--- src/rtl/sdram_arbiter.sv ---
// sdram_arbiter: shares one SDRAM controller command port between GPU (port 0),
// CPU (port 1) and the SD-card loader (port 2). One transaction is in flight at a
// time. GPU has priority up to MAX_GPU_RUN consecutive grants while another port
// waits; CPU and SD share a round-robin slot.
module sdram_arbiter #(
  parameter int ADDR_W      = 24,
  parameter int DATA_W      = 16,
  parameter int MAX_GPU_RUN = 8
) (
  input  logic                  clk,
  input  logic                  reset_n,
  input  logic [2:0]            req,
  input  logic [2:0]            req_we,
  input  logic [3*ADDR_W-1:0]   req_addr,
  input  logic [3*DATA_W-1:0]   req_wdata,
  output logic [2:0]            ack,
  output logic [DATA_W-1:0]     rdata,
  output logic                  ctrl_req,
  output logic                  ctrl_we,
  output logic [ADDR_W-1:0]     ctrl_addr,
  output logic [DATA_W-1:0]     ctrl_wdata,
  input  logic                  ctrl_ready,
  input  logic [DATA_W-1:0]     ctrl_rdata,
  input  logic                  ctrl_rvalid
);

  localparam int RUN_W = $clog2(MAX_GPU_RUN + 1);
  localparam logic [RUN_W-1:0] RUN_MAX = RUN_W'(MAX_GPU_RUN);

  typedef enum logic [1:0] {
    IDLE    = 2'd0,
    ISSUE   = 2'd1,
    WAIT_RD = 2'd2
  } state_t;

  state_t           state;
  logic [1:0]       grant;
  logic [1:0]       rr_last;
  logic [RUN_W-1:0] gpu_run;
  logic [1:0]       win;
  logic             others;
  logic             gpu_ok;

  // Saturating increment of the GPU run length.
  function automatic logic [RUN_W-1:0] sat_inc(input logic [RUN_W-1:0] v);
    return (v >= RUN_MAX) ? RUN_MAX : v + 1'b1;
  endfunction

  // One-hot completion pulse for the granted port.
  function automatic logic [2:0] port_onehot(input logic [1:0] p);
    return 3'b001 << p;
  endfunction

  // Pick the winner among the current requests: bounded GPU priority, then CPU/SD round-robin.
  always_comb begin
    others = req[1] | req[2];
    gpu_ok = req[0] && ((gpu_run < RUN_MAX) || !others);
    win    = 2'd0;
    if (gpu_ok)                win = 2'd0;
    else if (req[1] && req[2]) win = (rr_last == 2'd1) ? 2'd2 : 2'd1;
    else if (req[1])           win = 2'd1;
    else if (req[2])           win = 2'd2;
  end

  // Transaction FSM: latch the winner's command, hand it to the controller, pulse ack on completion.
  always_ff @(posedge clk or negedge reset_n) begin
    if (!reset_n) begin
      state      <= IDLE;
      grant      <= 2'd0;
      ack        <= 3'b000;
      rdata      <= '0;
      ctrl_req   <= 1'b0;
      ctrl_we    <= 1'b0;
      ctrl_addr  <= '0;
      ctrl_wdata <= '0;
      rr_last    <= 2'd1;
      gpu_run    <= '0;
    end else begin
      ack <= 3'b000;
      case (state)
        IDLE: begin
          // No grant while an ack is showing: the acked requester is dropping its req this cycle.
          if (ack == 3'b000 && req != 3'b000) begin
            grant      <= win;
            ctrl_req   <= 1'b1;
            ctrl_we    <= req_we[win];
            ctrl_addr  <= req_addr[32'(win)*ADDR_W +: ADDR_W];
            ctrl_wdata <= req_wdata[32'(win)*DATA_W +: DATA_W];
            if (win == 2'd0) begin
              gpu_run <= others ? sat_inc(gpu_run) : '0;
            end else begin
              gpu_run <= '0;
              rr_last <= win;
            end
            state <= ISSUE;
          end
        end
        ISSUE: begin
          if (ctrl_ready) begin
            ctrl_req <= 1'b0;
            if (ctrl_we) begin
              ack   <= port_onehot(grant);
              state <= IDLE;
            end else begin
              state <= WAIT_RD;
            end
          end
        end
        WAIT_RD: begin
          if (ctrl_rvalid) begin
            rdata <= ctrl_rdata;
            ack   <= port_onehot(grant);
            state <= IDLE;
          end
        end
        default: state <= IDLE;
      endcase
    end
  end

endmodule
--- config.mk ---
export PLATFORM = sky130hd
export DESIGN_NAME = sdram_arbiter
export DESIGN_NICKNAME = d
export VERILOG_FILES = /design/src/rtl/sdram_arbiter.sv
export SDC_FILE = /design/constraint.sdc
export NUM_CORES = 1
export LEC_CHECK = 0
export ABC_AREA = 0
export CORE_AREA = 2 2 114 105
export CTS_CLUSTER_SIZE = 24
export DETAILED_ROUTE_END_ITERATION = 8
export DIE_AREA = 0 0 116 107
export PLACE_DENSITY_LB_ADDON = 0.05
export SLEW_MARGIN = 10
export SYNTH_ARGS = -nofsm -noshare
export SYNTH_HDL_FRONTEND = slang
export SYNTH_SLANG_ARGS = --single-unit
--- constraint.sdc ---
create_clock -name clk -period 1.7 [get_ports clk]
set_input_delay 0.34 -clock clk [delete_from_list [all_inputs] [get_ports clk]]
set_output_delay 0.34 -clock clk [all_outputs]
set_load 0.05 [all_outputs]
==> impl_metrics.csv <==
group,metric,value,unit
cells_and_area,fin_util,60.2,%
placement,gp_congestion,0.849,
yosys,ys.flop_type,"dfrtp_1",
yosys,synth.avg_cell_area,9.19,um2
cells_and_area,area_growth,71.3,%
cells_and_area,antenna_cells,0,
placement,portBuffers,206,
setup_path,crit_required,1.91,ns
timing,finalHoldViolations,0,
setup_path,cp_max_fo,11,
die,die_h,107,um
global_routing,grt_max_degree,42,
routing,viasPerCell,4.99,
routing,dr_total_vias,4009,
yosys,yosys.area_share.simple,16.4,%
setup_path,crit_buf_inv,1,
clocking,cts_tree,"done",
timing,tightestPinTransition,0.423,ns
routing,post-route-drc-count,0,
die,start_util,35.1,%
yosys,synth.distinct_cells,32,
timing,period_share,99.5,%
setup_path,start_kind,"flop",
yosys,synth_cells,428,
die,ios,207,
global_routing,grt_first_pass_wirelength,20.2,mm
clocking,cts_buffer_depth,2,
global_routing,grt.total_usage,20.8,%
clocking,cts.clk_slew.worst_paths,0.06,ns
global_routing,globalRouteOverflowTotal,0,
global_routing,met2_usage,35.4,%
setup_path,r2r_cells,5,
timing,fin_skew,0.00842,ns
setup_path,cp_slowest_stage_delay,0.50,ns
cells_and_area,layout.nets,794,
timing,rsz0062_at_grt,"true",
setup_path,cp-end-kind,"flop",
power_and_ir_drop,powerDensity,1780,nW/um2
clocking,cts_root_buffer,"clkbuf_16",
routing,routed_wl,13.2,mm
setup_path,cp_top_family,"simple AND/OR/NAND/NOR gates",
global_routing,use_met3,4.47,%
setup_path,critical_path_class,"reg2reg",
cells_and_area,layout_common_cells,"clkdlybuf4s50_1 (141), nand2_1 (88), buf_4 (78), dfrtp_1 (67), o21ai_1 (53)",
die,core_area,11200,um2
global_routing,grt_pass1_vias,4029,
timing,relSlewSlack,71.4,%
timing,setup_viol_count_final,0,
job,cap_violations,0,
timing,min_period,1.69,ns
setup_path,ff2ff_setup_slack,0.008,ns
cells_and_area,drive_gt1_share,28.2,%
die,die-area,12400,um2
yosys,synth_edf_count,0,
yosys,synth_compound_area_share,26.2,%
placement,dp_hpwl,9.26,mm
setup_path,crit_chain,"and3b_2 -> or3b_4 -> buf_16 -> a211oi_2 -> o21ai_1",
routing,firstDrtPassIters,4,
yosys,synthMuxAreaShare,5.12,%
timing,slew_violations,0,
yosys,synth_nets,579,
hold_path,min_path_type,"in2async",
power_and_ir_drop,irDropWorstVdd,1.14,mV
global_routing,antenna_found_initial,0,
setup_path,r2r_start,"rr_last[1]$_DFFE_PN0P_",
yosys,synth_seq_area_share,45.2,%
power_and_ir_drop,p_leak,2.85,nW
yosys,synthAdderAreaFrac,1.59,%
clocking,clock_latency,0.33,ns
clocking,cts_max_level,3,
yosys,synth_top_family_by_area,"compound AO/OA/AOI/OAI gates",
routing,drtAntennaViolNets,0,
setup_path,cpMaxStageDelayCell,"or3b_4",
cells_and_area,fillers,1002,
timing,fin_setup_tns,0,ns
clocking,cts_buffers,9,
global_routing,busiest_layer,"met2",
setup_path,r2r_end,"ctrl_wdata[13]$_DFFE_PN0P_",
cells_and_area,layout_commonest_cell,"clkdlybuf4s50_1",
yosys,synth_warnings,0,
die,num_rows,37,
clocking,clock_sinks,71,
routing,routedWlPerCell,16.4,um
die,die_w,116,um
setup_path,critPathArrivalTime,1.91,ns
yosys,synth-xor-area-share,0,%
yosys,syn-cell-area,3940,um2
yosys,async_reset_ff_share,100,%
timing,fmax,0.591,GHz
yosys,synth_seq_cells,71,
global_routing,use_met1,27.0,%
status,outcome,"finished, final reports clean",
routing,drt_first_iter_violations,198,
## where the power goes
| group | total, W | internal (W) | switching, W | leakage (nW) |
|---|---|---|---|---|
| logic | 0.00708 | 0.00261 | 0.00447 | 1.82 |
| registers | 0.00298 | 0.00250 | 0.000478 | 0.871 |
| clock network | 0.00192 | 0.00121 | 0.000708 | 0.152 |
| total | 0.0120 | 0.00633 | 0.00566 | 2.85 |
## repair_timing
action,CTS,global route
hold buffers,1,0
pin swaps,7,60
resized for setup,4,30
cloned,2,4
setup buffers,2,2
setup endpoints to repair,43,44
endpoints found under the hold margin,20,0
## cell usage after synthesis (all sizes together) (2+ instances only)
cell	n	share of area (%)
mux2	17	4.9
inv	7	0.67
buf	11	2.2
ha	5	1.6
nand2	88	8.4
nand3	3	0.38
dfrtp	70	45
nand2b	2	0.32
a211oi	42	13
o21ai	92	12
clkbuf	28	2.7
and3b	2	0.45
nor3b	2	0.38
nor3	44	5.6
## sequential cells by signal, summed over array words and instances (netlist names)
name / count
ack: 3
ctrl_addr: 24
ctrl_req: 1
ctrl_wdata: 16
ctrl_we: 1
gpu_run: 4
grant: 2
rdata: 16
rr_last: 2
state: 2
## how the worst max path moves through the flow
stage / start / to / slack, ns / cells past startpoint
detailed placement: req[2] / ctrl_wdata[1]$_DFFE_PN0P_ / -0.51 / 6
floorplan: req[2] / ctrl_addr[0]$_DFFE_PN0P_ / 0.01 / 7
global route: rr_last[1]$_DFFE_PN0P_ / ctrl_addr[1]$_DFFE_PN0P_ / -0.05 / 5
global placement: req[2] / ctrl_wdata[3]$_DFFE_PN0P_ / -0.50 / 6
finish: rr_last[1]$_DFFE_PN0P_ / ctrl_wdata[13]$_DFFE_PN0P_ / 0.008 / 5
CTS: rr_last[0]$_DFFE_PN1P_ / ctrl_wdata[6]$_DFFE_PN0P_ / -0.05 / 5
## cell families after synthesis
family          Yosys count
compound gates          142
buf+inv                  46
fa+ha+maj                 5
simple gates            146
flops                    71
mux                      18
## layout make-up
| type | count | area [um2] | area share, % |
|---|---|---|---|
| clock buffer | 11 | 253 | 3.75 |
| clock inverter | 5 | 56.3 | 0.835 |
| inverter | 7 | 26.3 | 0.390 |
| multi-input combinational | 311 | 2010 | 29.8 |
| sequential | 71 | 1780 | 26.4 |
| tap | 156 | 195 | 2.90 |
| timing repair buffer | 243 | 2420 | 35.9 |
## worst register-to-register path, cell delays in order (launching register included)
cell	delay [ns]
dfrtp_1	0.35
and3b_2	0.23
or3b_4	0.50
buf_16	0.20
a211oi_2	0.22
o21ai_1	0.09
## stage by stage
step	total power (W)	area (um2)	std cells	hold slack, ns	setup WS, ns
finish	0.0120	6740	804	0.460	0.00779
global route	0.0127	6740	804	0.503	-0.0491
CTS	0.0119	6610	799	0.474	-0.0472
detailed placement	0.00991	6200	778	0.257	-0.512
global placement	0.00981	6200	778	0.256	-0.495
floorplan	0.00735	3940	428	0.0444	0.0140
## layer usage
metal  up-vias  routed length [um]  part of all wire (%)
met5         -                   0                     0
met4         0                 165                   1.2
met3        16                 910                   6.9
met2       150                6470                    49
met1      1893                5660                    43
li1       1950                   -                     -
Power figures use the tool's default switching activity.
